### src/rtl/vec_pkg.sv
// Shared types, sizing constants and word-level helpers for the vector execute unit.
package vec_pkg;

    localparam int VEC_W   = 256;
    localparam int LANES_N = 4;
    localparam int REG_AW  = 5;
    localparam int BYTES   = VEC_W / 8;
    localparam int ITER    = BYTES / LANES_N;

    typedef enum logic [2:0] {
        VXOR  = 3'b000,
        VADD8 = 3'b001,
        VSUB  = 3'b010,
        VROT  = 3'b011,
        VMOV  = 3'b100
    } op_t;

    typedef enum logic [1:0] {
        IDLE,
        RUN,
        DONE
    } state_t;

    function automatic logic [31:0] rotword(input logic [31:0] w);
        return {w[23:0], w[31:24]};
    endfunction

    // Lane-wise add: each byte wraps on its own, no carry crosses a byte boundary.
    function automatic logic [31:0] add8x4(input logic [31:0] x, input logic [31:0] y);
        logic [31:0] s;
        s = '0;
        for (int i = 0; i < 4; i++) begin
            s[i*8 +: 8] = x[i*8 +: 8] + y[i*8 +: 8];
        end
        return s;
    endfunction

endpackage

### src/rtl/vector_execute_unit_if.sv
// Execute-stage bundle between the D/E register, the vector unit and the hazard unit.
interface vector_execute_unit_if
    import vec_pkg::*;
#(
    parameter int V = VEC_W,
    parameter int R = REG_AW
);
    logic         flush;
    logic         start;
    logic [2:0]   op;
    logic [V-1:0] a;
    logic [V-1:0] b;
    logic [R-1:0] wa;
    logic         regwrite;
    logic         stall;
    logic         valid;
    logic [V-1:0] result;
    logic [R-1:0] wa_out;
    logic         regwrite_out;

    modport master (
        output flush, start, op, a, b, wa, regwrite,
        input  stall, valid, result, wa_out, regwrite_out
    );

    modport slave (
        input  flush, start, op, a, b, wa, regwrite,
        output stall, valid, result, wa_out, regwrite_out
    );
endinterface

### src/rtl/vector_execute_unit_sbox.sv
// AES forward S-box, one byte in, one byte out, purely combinational.
module aes_sbox (
    input  logic [7:0] din,
    output logic [7:0] dout
);
    localparam logic [7:0] SBOX [256] = '{
        8'h63, 8'h7c, 8'h77, 8'h7b, 8'hf2, 8'h6b, 8'h6f, 8'hc5, 8'h30, 8'h01, 8'h67, 8'h2b, 8'hfe, 8'hd7, 8'hab, 8'h76,
        8'hca, 8'h82, 8'hc9, 8'h7d, 8'hfa, 8'h59, 8'h47, 8'hf0, 8'had, 8'hd4, 8'ha2, 8'haf, 8'h9c, 8'ha4, 8'h72, 8'hc0,
        8'hb7, 8'hfd, 8'h93, 8'h26, 8'h36, 8'h3f, 8'hf7, 8'hcc, 8'h34, 8'ha5, 8'he5, 8'hf1, 8'h71, 8'hd8, 8'h31, 8'h15,
        8'h04, 8'hc7, 8'h23, 8'hc3, 8'h18, 8'h96, 8'h05, 8'h9a, 8'h07, 8'h12, 8'h80, 8'he2, 8'heb, 8'h27, 8'hb2, 8'h75,
        8'h09, 8'h83, 8'h2c, 8'h1a, 8'h1b, 8'h6e, 8'h5a, 8'ha0, 8'h52, 8'h3b, 8'hd6, 8'hb3, 8'h29, 8'he3, 8'h2f, 8'h84,
        8'h53, 8'hd1, 8'h00, 8'hed, 8'h20, 8'hfc, 8'hb1, 8'h5b, 8'h6a, 8'hcb, 8'hbe, 8'h39, 8'h4a, 8'h4c, 8'h58, 8'hcf,
        8'hd0, 8'hef, 8'haa, 8'hfb, 8'h43, 8'h4d, 8'h33, 8'h85, 8'h45, 8'hf9, 8'h02, 8'h7f, 8'h50, 8'h3c, 8'h9f, 8'ha8,
        8'h51, 8'ha3, 8'h40, 8'h8f, 8'h92, 8'h9d, 8'h38, 8'hf5, 8'hbc, 8'hb6, 8'hda, 8'h21, 8'h10, 8'hff, 8'hf3, 8'hd2,
        8'hcd, 8'h0c, 8'h13, 8'hec, 8'h5f, 8'h97, 8'h44, 8'h17, 8'hc4, 8'ha7, 8'h7e, 8'h3d, 8'h64, 8'h5d, 8'h19, 8'h73,
        8'h60, 8'h81, 8'h4f, 8'hdc, 8'h22, 8'h2a, 8'h90, 8'h88, 8'h46, 8'hee, 8'hb8, 8'h14, 8'hde, 8'h5e, 8'h0b, 8'hdb,
        8'he0, 8'h32, 8'h3a, 8'h0a, 8'h49, 8'h06, 8'h24, 8'h5c, 8'hc2, 8'hd3, 8'hac, 8'h62, 8'h91, 8'h95, 8'he4, 8'h79,
        8'he7, 8'hc8, 8'h37, 8'h6d, 8'h8d, 8'hd5, 8'h4e, 8'ha9, 8'h6c, 8'h56, 8'hf4, 8'hea, 8'h65, 8'h7a, 8'hae, 8'h08,
        8'hba, 8'h78, 8'h25, 8'h2e, 8'h1c, 8'ha6, 8'hb4, 8'hc6, 8'he8, 8'hdd, 8'h74, 8'h1f, 8'h4b, 8'hbd, 8'h8b, 8'h8a,
        8'h70, 8'h3e, 8'hb5, 8'h66, 8'h48, 8'h03, 8'hf6, 8'h0e, 8'h61, 8'h35, 8'h57, 8'hb9, 8'h86, 8'hc1, 8'h1d, 8'h9e,
        8'he1, 8'hf8, 8'h98, 8'h11, 8'h69, 8'hd9, 8'h8e, 8'h94, 8'h9b, 8'h1e, 8'h87, 8'he9, 8'hce, 8'h55, 8'h28, 8'hdf,
        8'h8c, 8'ha1, 8'h89, 8'h0d, 8'hbf, 8'he6, 8'h42, 8'h68, 8'h41, 8'h99, 8'h2d, 8'h0f, 8'hb0, 8'h54, 8'hbb, 8'h16
    };

    assign dout = SBOX[din];
endmodule

### src/rtl/vector_execute_unit.sv
// Vector execute stage: single-cycle lane ops in IDLE, SubBytes swept LANES bytes per
// cycle in RUN while stalling the front of the pipe, result presented in DONE.
module vector_execute_unit
    import vec_pkg::*;
#(
    parameter int V     = VEC_W,
    parameter int LANES = LANES_N,
    parameter int R     = REG_AW
)(
    input  logic                  clk,
    input  logic                  rst,
    vector_execute_unit_if.slave  bus
);
    localparam int NBYTES = V / 8;
    localparam int NITER  = NBYTES / LANES;
    localparam int CW     = (NITER > 1) ? $clog2(NITER) : 1;

    state_t        state;
    logic [CW-1:0] cnt;
    logic [V-1:0]  src;
    logic [V-1:0]  acc;
    logic [V-1:0]  alu_result;
    logic [R-1:0]  wa_q;
    logic          rw_q;
    logic [7:0]    lane_in  [LANES];
    logic [7:0]    lane_out [LANES];
    op_t           opc;
    logic          kill;

    assign opc  = op_t'(bus.op);
    assign kill = rst | bus.flush;

    for (genvar l = 0; l < LANES; l++) begin : g_lane
        assign lane_in[l] = src[(int'(cnt) * LANES + l) * 8 +: 8];
        aes_sbox u_sbox (
            .din  (lane_in[l]),
            .dout (lane_out[l])
        );
    end

    always_comb begin
        alu_result = '0;
        case (opc)
            VXOR:  alu_result = bus.a ^ bus.b;
            VADD8: for (int w = 0; w < V / 32; w++) begin
                       alu_result[w*32 +: 32] = add8x4(bus.a[w*32 +: 32], bus.b[w*32 +: 32]);
                   end
            VROT:  for (int w = 0; w < V / 32; w++) begin
                       alu_result[w*32 +: 32] = rotword(bus.a[w*32 +: 32]);
                   end
            VMOV:  alu_result = bus.b;
            default: alu_result = '0;
        endcase
    end

    // A flush or reset kills whatever would leave E this cycle; the stall stays Moore in RUN.
    always_comb begin
        bus.stall        = 1'b0;
        bus.valid        = 1'b0;
        bus.result       = '0;
        bus.wa_out       = bus.wa;
        bus.regwrite_out = 1'b0;
        case (state)
            IDLE: begin
                if (bus.start && !kill) begin
                    if (opc == VSUB) begin
                        bus.stall = 1'b1;
                    end else begin
                        bus.valid        = 1'b1;
                        bus.result       = alu_result;
                        bus.regwrite_out = bus.regwrite;
                    end
                end
            end
            RUN: begin
                bus.stall  = 1'b1;
                bus.wa_out = wa_q;
            end
            DONE: begin
                bus.wa_out = wa_q;
                if (!kill) begin
                    bus.valid        = 1'b1;
                    bus.result       = acc;
                    bus.regwrite_out = rw_q;
                end
            end
            default: ;
        endcase
    end

    always_ff @(posedge clk) begin
        if (rst) begin
            state <= IDLE;
            cnt   <= '0;
            src   <= '0;
            acc   <= '0;
            wa_q  <= '0;
            rw_q  <= 1'b0;
        end else if (bus.flush) begin
            state <= IDLE;
            cnt   <= '0;
        end else begin
            case (state)
                IDLE: begin
                    if (bus.start && opc == VSUB) begin
                        src   <= bus.a;
                        wa_q  <= bus.wa;
                        rw_q  <= bus.regwrite;
                        cnt   <= '0;
                        state <= RUN;
                    end
                end
                RUN: begin
                    for (int l = 0; l < LANES; l++) begin
                        acc[(int'(cnt) * LANES + l) * 8 +: 8] <= lane_out[l];
                    end
                    if (cnt == CW'(NITER - 1)) begin
                        cnt   <= '0;
                        state <= DONE;
                    end else begin
                        cnt <= cnt + CW'(1);
                    end
                end
                // DONE ignores start: the same instruction is still sitting in E.
                DONE:    state <= IDLE;
                default: state <= IDLE;
            endcase
        end
    end
endmodule

### src/flat_wrapper.sv
// flat-port wrapper written by rule: the top's interface ports become plain ports
module vector_execute_unit_flat import vec_pkg::*;
#(
    parameter int V     = VEC_W,
    parameter int LANES = LANES_N,
    parameter int R     = REG_AW
)
  (clk, rst, bus_flush, bus_start, bus_op, bus_a, bus_b, bus_wa, bus_regwrite, bus_stall, bus_valid, bus_result, bus_wa_out, bus_regwrite_out);
  vector_execute_unit_if #(.V(V), .R(R)) bus_i ();
  input  logic clk;
  input  logic rst;
  input wire logic [$bits(bus_i.flush)-1:0] bus_flush;
  input wire logic [$bits(bus_i.start)-1:0] bus_start;
  input wire logic [$bits(bus_i.op)-1:0] bus_op;
  input wire logic [$bits(bus_i.a)-1:0] bus_a;
  input wire logic [$bits(bus_i.b)-1:0] bus_b;
  input wire logic [$bits(bus_i.wa)-1:0] bus_wa;
  input wire logic [$bits(bus_i.regwrite)-1:0] bus_regwrite;
  output wire logic [$bits(bus_i.stall)-1:0] bus_stall;
  output wire logic [$bits(bus_i.valid)-1:0] bus_valid;
  output wire logic [$bits(bus_i.result)-1:0] bus_result;
  output wire logic [$bits(bus_i.wa_out)-1:0] bus_wa_out;
  output wire logic [$bits(bus_i.regwrite_out)-1:0] bus_regwrite_out;
  assign bus_i.flush = bus_flush;
  assign bus_i.start = bus_start;
  assign bus_i.op = bus_op;
  assign bus_i.a = bus_a;
  assign bus_i.b = bus_b;
  assign bus_i.wa = bus_wa;
  assign bus_i.regwrite = bus_regwrite;
  assign bus_stall = bus_i.stall;
  assign bus_valid = bus_i.valid;
  assign bus_result = bus_i.result;
  assign bus_wa_out = bus_i.wa_out;
  assign bus_regwrite_out = bus_i.regwrite_out;
  vector_execute_unit #(.V(V), .LANES(LANES), .R(R)) u_core (.clk(clk), .rst(rst), .bus(bus_i));
endmodule
### config.mk
export PLATFORM = sky130hd
export DESIGN_NAME = vector_execute_unit_flat
export DESIGN_NICKNAME = d
export VERILOG_FILES = /design/src/rtl/vec_pkg.sv /design/src/rtl/vector_execute_unit_if.sv /design/src/rtl/vector_execute_unit_sbox.sv /design/src/rtl/vector_execute_unit.sv /design/src/flat_wrapper.sv
export SDC_FILE = /design/constraint.sdc
export NUM_CORES = 2
export LEC_CHECK = 0
export ABC_AREA = 1
export CAP_MARGIN = 20
export CELL_PAD_IN_SITES_DETAIL_PLACEMENT = 0
export CELL_PAD_IN_SITES_GLOBAL_PLACEMENT = 1
export CORE_MARGIN = 5
export CORE_UTILIZATION = 41
export DETAILED_ROUTE_END_ITERATION = 16
export PLACE_DENSITY_LB_ADDON = 0.1
export SETUP_SLACK_MARGIN = 0.4
export SYNTH_ARGS = -nofsm -noshare
export SYNTH_HDL_FRONTEND = slang
export SYNTH_SLANG_ARGS = --single-unit
### constraint.sdc
create_clock -name clk -period 8.3 [get_ports clk]
set_input_delay 1.66 -clock clk [delete_from_list [all_inputs] [get_ports clk]]
set_output_delay 1.66 -clock clk [all_outputs]
set_load 0.02 [all_outputs]
==> summary.txt <==
Outcome
  – Status: finished clean

Hold path
  – Worst Hold Depth: 2
  – Min-delay src: u_core.src[71]$_SDFFE_PP0P_
  – Hold endpoint: u_core.src[71]$_SDFFE_PP0P_
  – Worst min path class: flop to flop

Setup path
  – Critical setup path kind: input pin to output pin
  – Worst reg2reg path endpoint: u_core.acc[143]$_SDFFE_PP0P_
  – CP required: between 6000 and 7000 ps
  – Crit path max fanout: 54
  – CP Launch Type: input pin
  – Arr. time, crit path: around 5400 ps
  – Reg-to-reg slack, setup: approximately 2100 ps
  – Crit end category: output pin
  – Worst flop-to-flop path startpoint: u_core.cnt[0]$_SDFFE_PP0P_
  – Cell count of the worst reg-to-reg path: 20

Detailed routing
  – 1st-pass router iterations: 9
  – Via count: approximately 66000
  – Final ANT Viol Nets: 0
  – Residual DRC: 0
  – Vias per cell: about 6.3
  – Drt initial violations: about 11000
  – Wire per inst: approximately 30 um
  – Routed WL: about 320000 um

Floorplanning
  – Core area: between 100000 and 150000 sq um
  – Die X-Extent: between 300 and 400 um
  – Rows: 128
  – Die Height: 359 um
  – Die area: 129000 sq um
  – # IOs: between 700 and 800
  – Starting Density: approximately two fifths

Finish
  – Number of fill cells: around 13000
  – Most frequent cells in the layout: nand2_1 (2507), nand3_1 (1131), clkdlybuf4s50_1 (787)
  – Area grow syn2layout: 21.2%
  – Commonest non-fill, non-tap cell in the layout: nand2_1
  – Share of layout cells above drive strength 1: 5.26%
  – Area of the multi-input gates: about 35000 sq um
  – Final non-filler cell area: 60700 sq um
  – Layout Nets: ~9600
  – Seq. cell area: around 10000 sq um

Synth
  – Synth top area share: 20.9%
  – Top post-synthesis cells by area: dfxtp_1 (21%), nand2_1 (19%), nand3_1 (11%)
  – Yosys cell types: 54
  – Sequential area share after synthesis: around a fifth
  – #FFs+latches synth: about 520
  – Post-synthesis async set-or-reset flop share: 0%
  – Mapped Cells: around 8400
  – Prevailing post-synth register cell: dfxtp_1
  – Yosys top cell by area: dfxtp_1
  – Syn_area_per_cell: between 5 and 6 sq um
  – Synth Net Count: 9249
  – Synthesized cell area: ~50000 sq um
  – Synth Warn #: 0
  – Post-synth EDFFs: 0

GRT
  – Total gr overflow: 0
  – GR Util met1: a little under three fifths
  – Grt peak-use layer: met2
  – First-pass GRT wire length: around 440000 um
  – Met3 usage: between 10% and 20%
  – Vias in the first global route: ~60000
  – Largest net degree at the start of global routing: about 180
  – Total GRT Usage: between 40 and 50%
  – Initial antenna violation count: 55
  – Met2 usage: 65.1%

STA
  – Setup TNS: 0 ps
  – Worst Skew: 86.2 ps
  – Final Max Slew Viols: 0
  – RSZ-0062 raised after global routing: no
  – Fin crit share: 85.4%
  – Setup violators final: 0
  – Final Critical Period: roughly 7100 ps
  – Tightest Pin Transition: 1310 ps
  – Final Hold Vio Count: 0
  – Max Freq: about 140 MHz
  – Rel. slew slack: between 10% and 20%

Pwr
  – Peak VDD IR: 0.000199 V
  – Gate power share: a little under a third
  – Leak: roughly 27 nW
  – Clock Power Share: a little over a third
  – Power Density: 130 nW/um^2
  – Switching pwr: roughly 0.003 W
  – Int Pwr: about 0.0050 W
  – Sw frac: 37.4%
  – Sequential cell fraction of total power: 32.3%

Placement
  – Port Buf Inserts: just under 800
  – Final GP Congestion: approximately 1.1
  – Placed cell areas: 58500 sq um
  – Detailed placer's ending HPWL: 236000 um

Clock network
  – Clock Latency Late Sink: ~750 ps
  – Clk sink count: 523
  – CTS Hold Buffers Added: 0
  – Clk buf depth: 3
  – Setup bufs post-CTS: 0
  – Number of buffers created by CTS: 60
  – Clock-pin transition on the worst setup and hold timing paths: roughly 60 ps
  – # resized after CTS: 0
  – CTS tree: done
  – Number of H-tree levels: 2
  – CTS Root Buffer Type: clkbuf_16

Run
  – Max_cap viols: 0
layout make-up:
type,instances,area share (%)
Antenna cell,48,0.198
Multi-Input combinational cell,6704,57.3
Clock buffer,85,2.83
Clock inverter,25,0.596
Tap cell,1625,3.35
Timing Repair Buffer,904,14.7
Sequential cell,523,17.3
Inverter,596,3.79
cells by family after synthesis:
| logic type | share of synthesized area [%] |
|---|---|
| and+or+nand+nor | 39.4 |
| AOI/OAI and AO/OA | 20.5 |
| buffers and inverters | 9.91 |
| DFF | 20.9 |
| adders and majority gates | 8.65 |
| xor gates and xnor gates | 0.577 |
per-layer routing:
layer / share of wire [%] / up-vias
met1: 37 / 31161
met3: 14 / 1050
li1: - / 29145
met2: 40 / 4963
met4: 7.9 / 26
met5: 0.056 / -
power groups by stage:
stage | Clock, W | Sequential [W] | Combinational (W)
2_1_floorplan | 0 | 0.00261 | 0.00126
3_3_place_gp | 0 | 0.00261 | 0.00234
3_5_place_dp | 0 | 0.00261 | 0.00235
4_1_cts | 0.00286 | 0.00256 | 0.00236
5_1_grt | 0.00297 | 0.00256 | 0.00260
6_report | 0.00287 | 0.00256 | 0.00249
flip-flops by register name, summed over array words and instances, names as in the netlist:
| name | count |
|---|---|
| u_core.src | 256 |
| u_core.wa_q | 5 |
| u_core.state | 2 |
| u_core.cnt | 3 |
| u_core.rw_q | 1 |
| u_core.acc | 256 |
metrics by stage:
| stage | hold slack, ps | total power [W] | cells | setup WS, ps | util, % |
|---|---|---|---|---|---|
| 2_1_floorplan | 424 | 0.00386 | 8397 | 3240 | - |
| 3_3_place_gp | 434 | 0.00496 | 10350 | 1420 | 48.1 |
| 3_5_place_dp | 439 | 0.00497 | 10350 | 1460 | 48.1 |
| 4_1_cts | 449 | 0.00779 | 10460 | 1460 | 49.8 |
| 5_1_grt | 459 | 0.00814 | 10484 | 1220 | 49.9 |
| 6_report | 451 | 0.00792 | 10510 | 1210 | 49.9 |
critical path, cell delays in order:
cell	delay, ps
clkdlybuf4s50_1	600
inv_1	60
nor2_1	300
nand2_2	230
inv_8	320
a22o_1	200
a221oi_1	50
buf_4	210
o21ai_0	890
clkdlybuf4s50_1	790
worst max-delay path by stage:
stage	from	slack, ps	cells after the start	end
2_1_floorplan	bus_b[128]	3240	12	bus_result[134]
3_3_place_gp	bus_op[0]	1420	10	bus_result[217]
3_5_place_dp	bus_op[1]	1460	8	bus_result[200]
4_1_cts	bus_op[1]	1460	8	bus_result[200]
5_1_grt	bus_b[192]	1220	13	bus_result[198]
6_report	bus_op[0]	1210	10	bus_result[217]
cell usage after synthesis (14+ instances only):
cell,number
nand2_1,2513
nand3_1,1131
o21ai_0,686
a21oi_1,605
nor2_1,595
inv_1,573
dfxtp_1,523
clkbuf_1,332
ha_1,295
a22o_1,186
buf_2,136
o2111ai_1,127
nand4_1,113
or2_2,86
nand2_2,71
a221oi_1,47
buf_4,42
buf_1,33
fa_1,32
xnor2_1,32
buf_6,29
nor3b_1,28
a211oi_1,27
o21ai_1,26
nor2_2,19
inv_2,14
(Power assumes the default switching activity.)
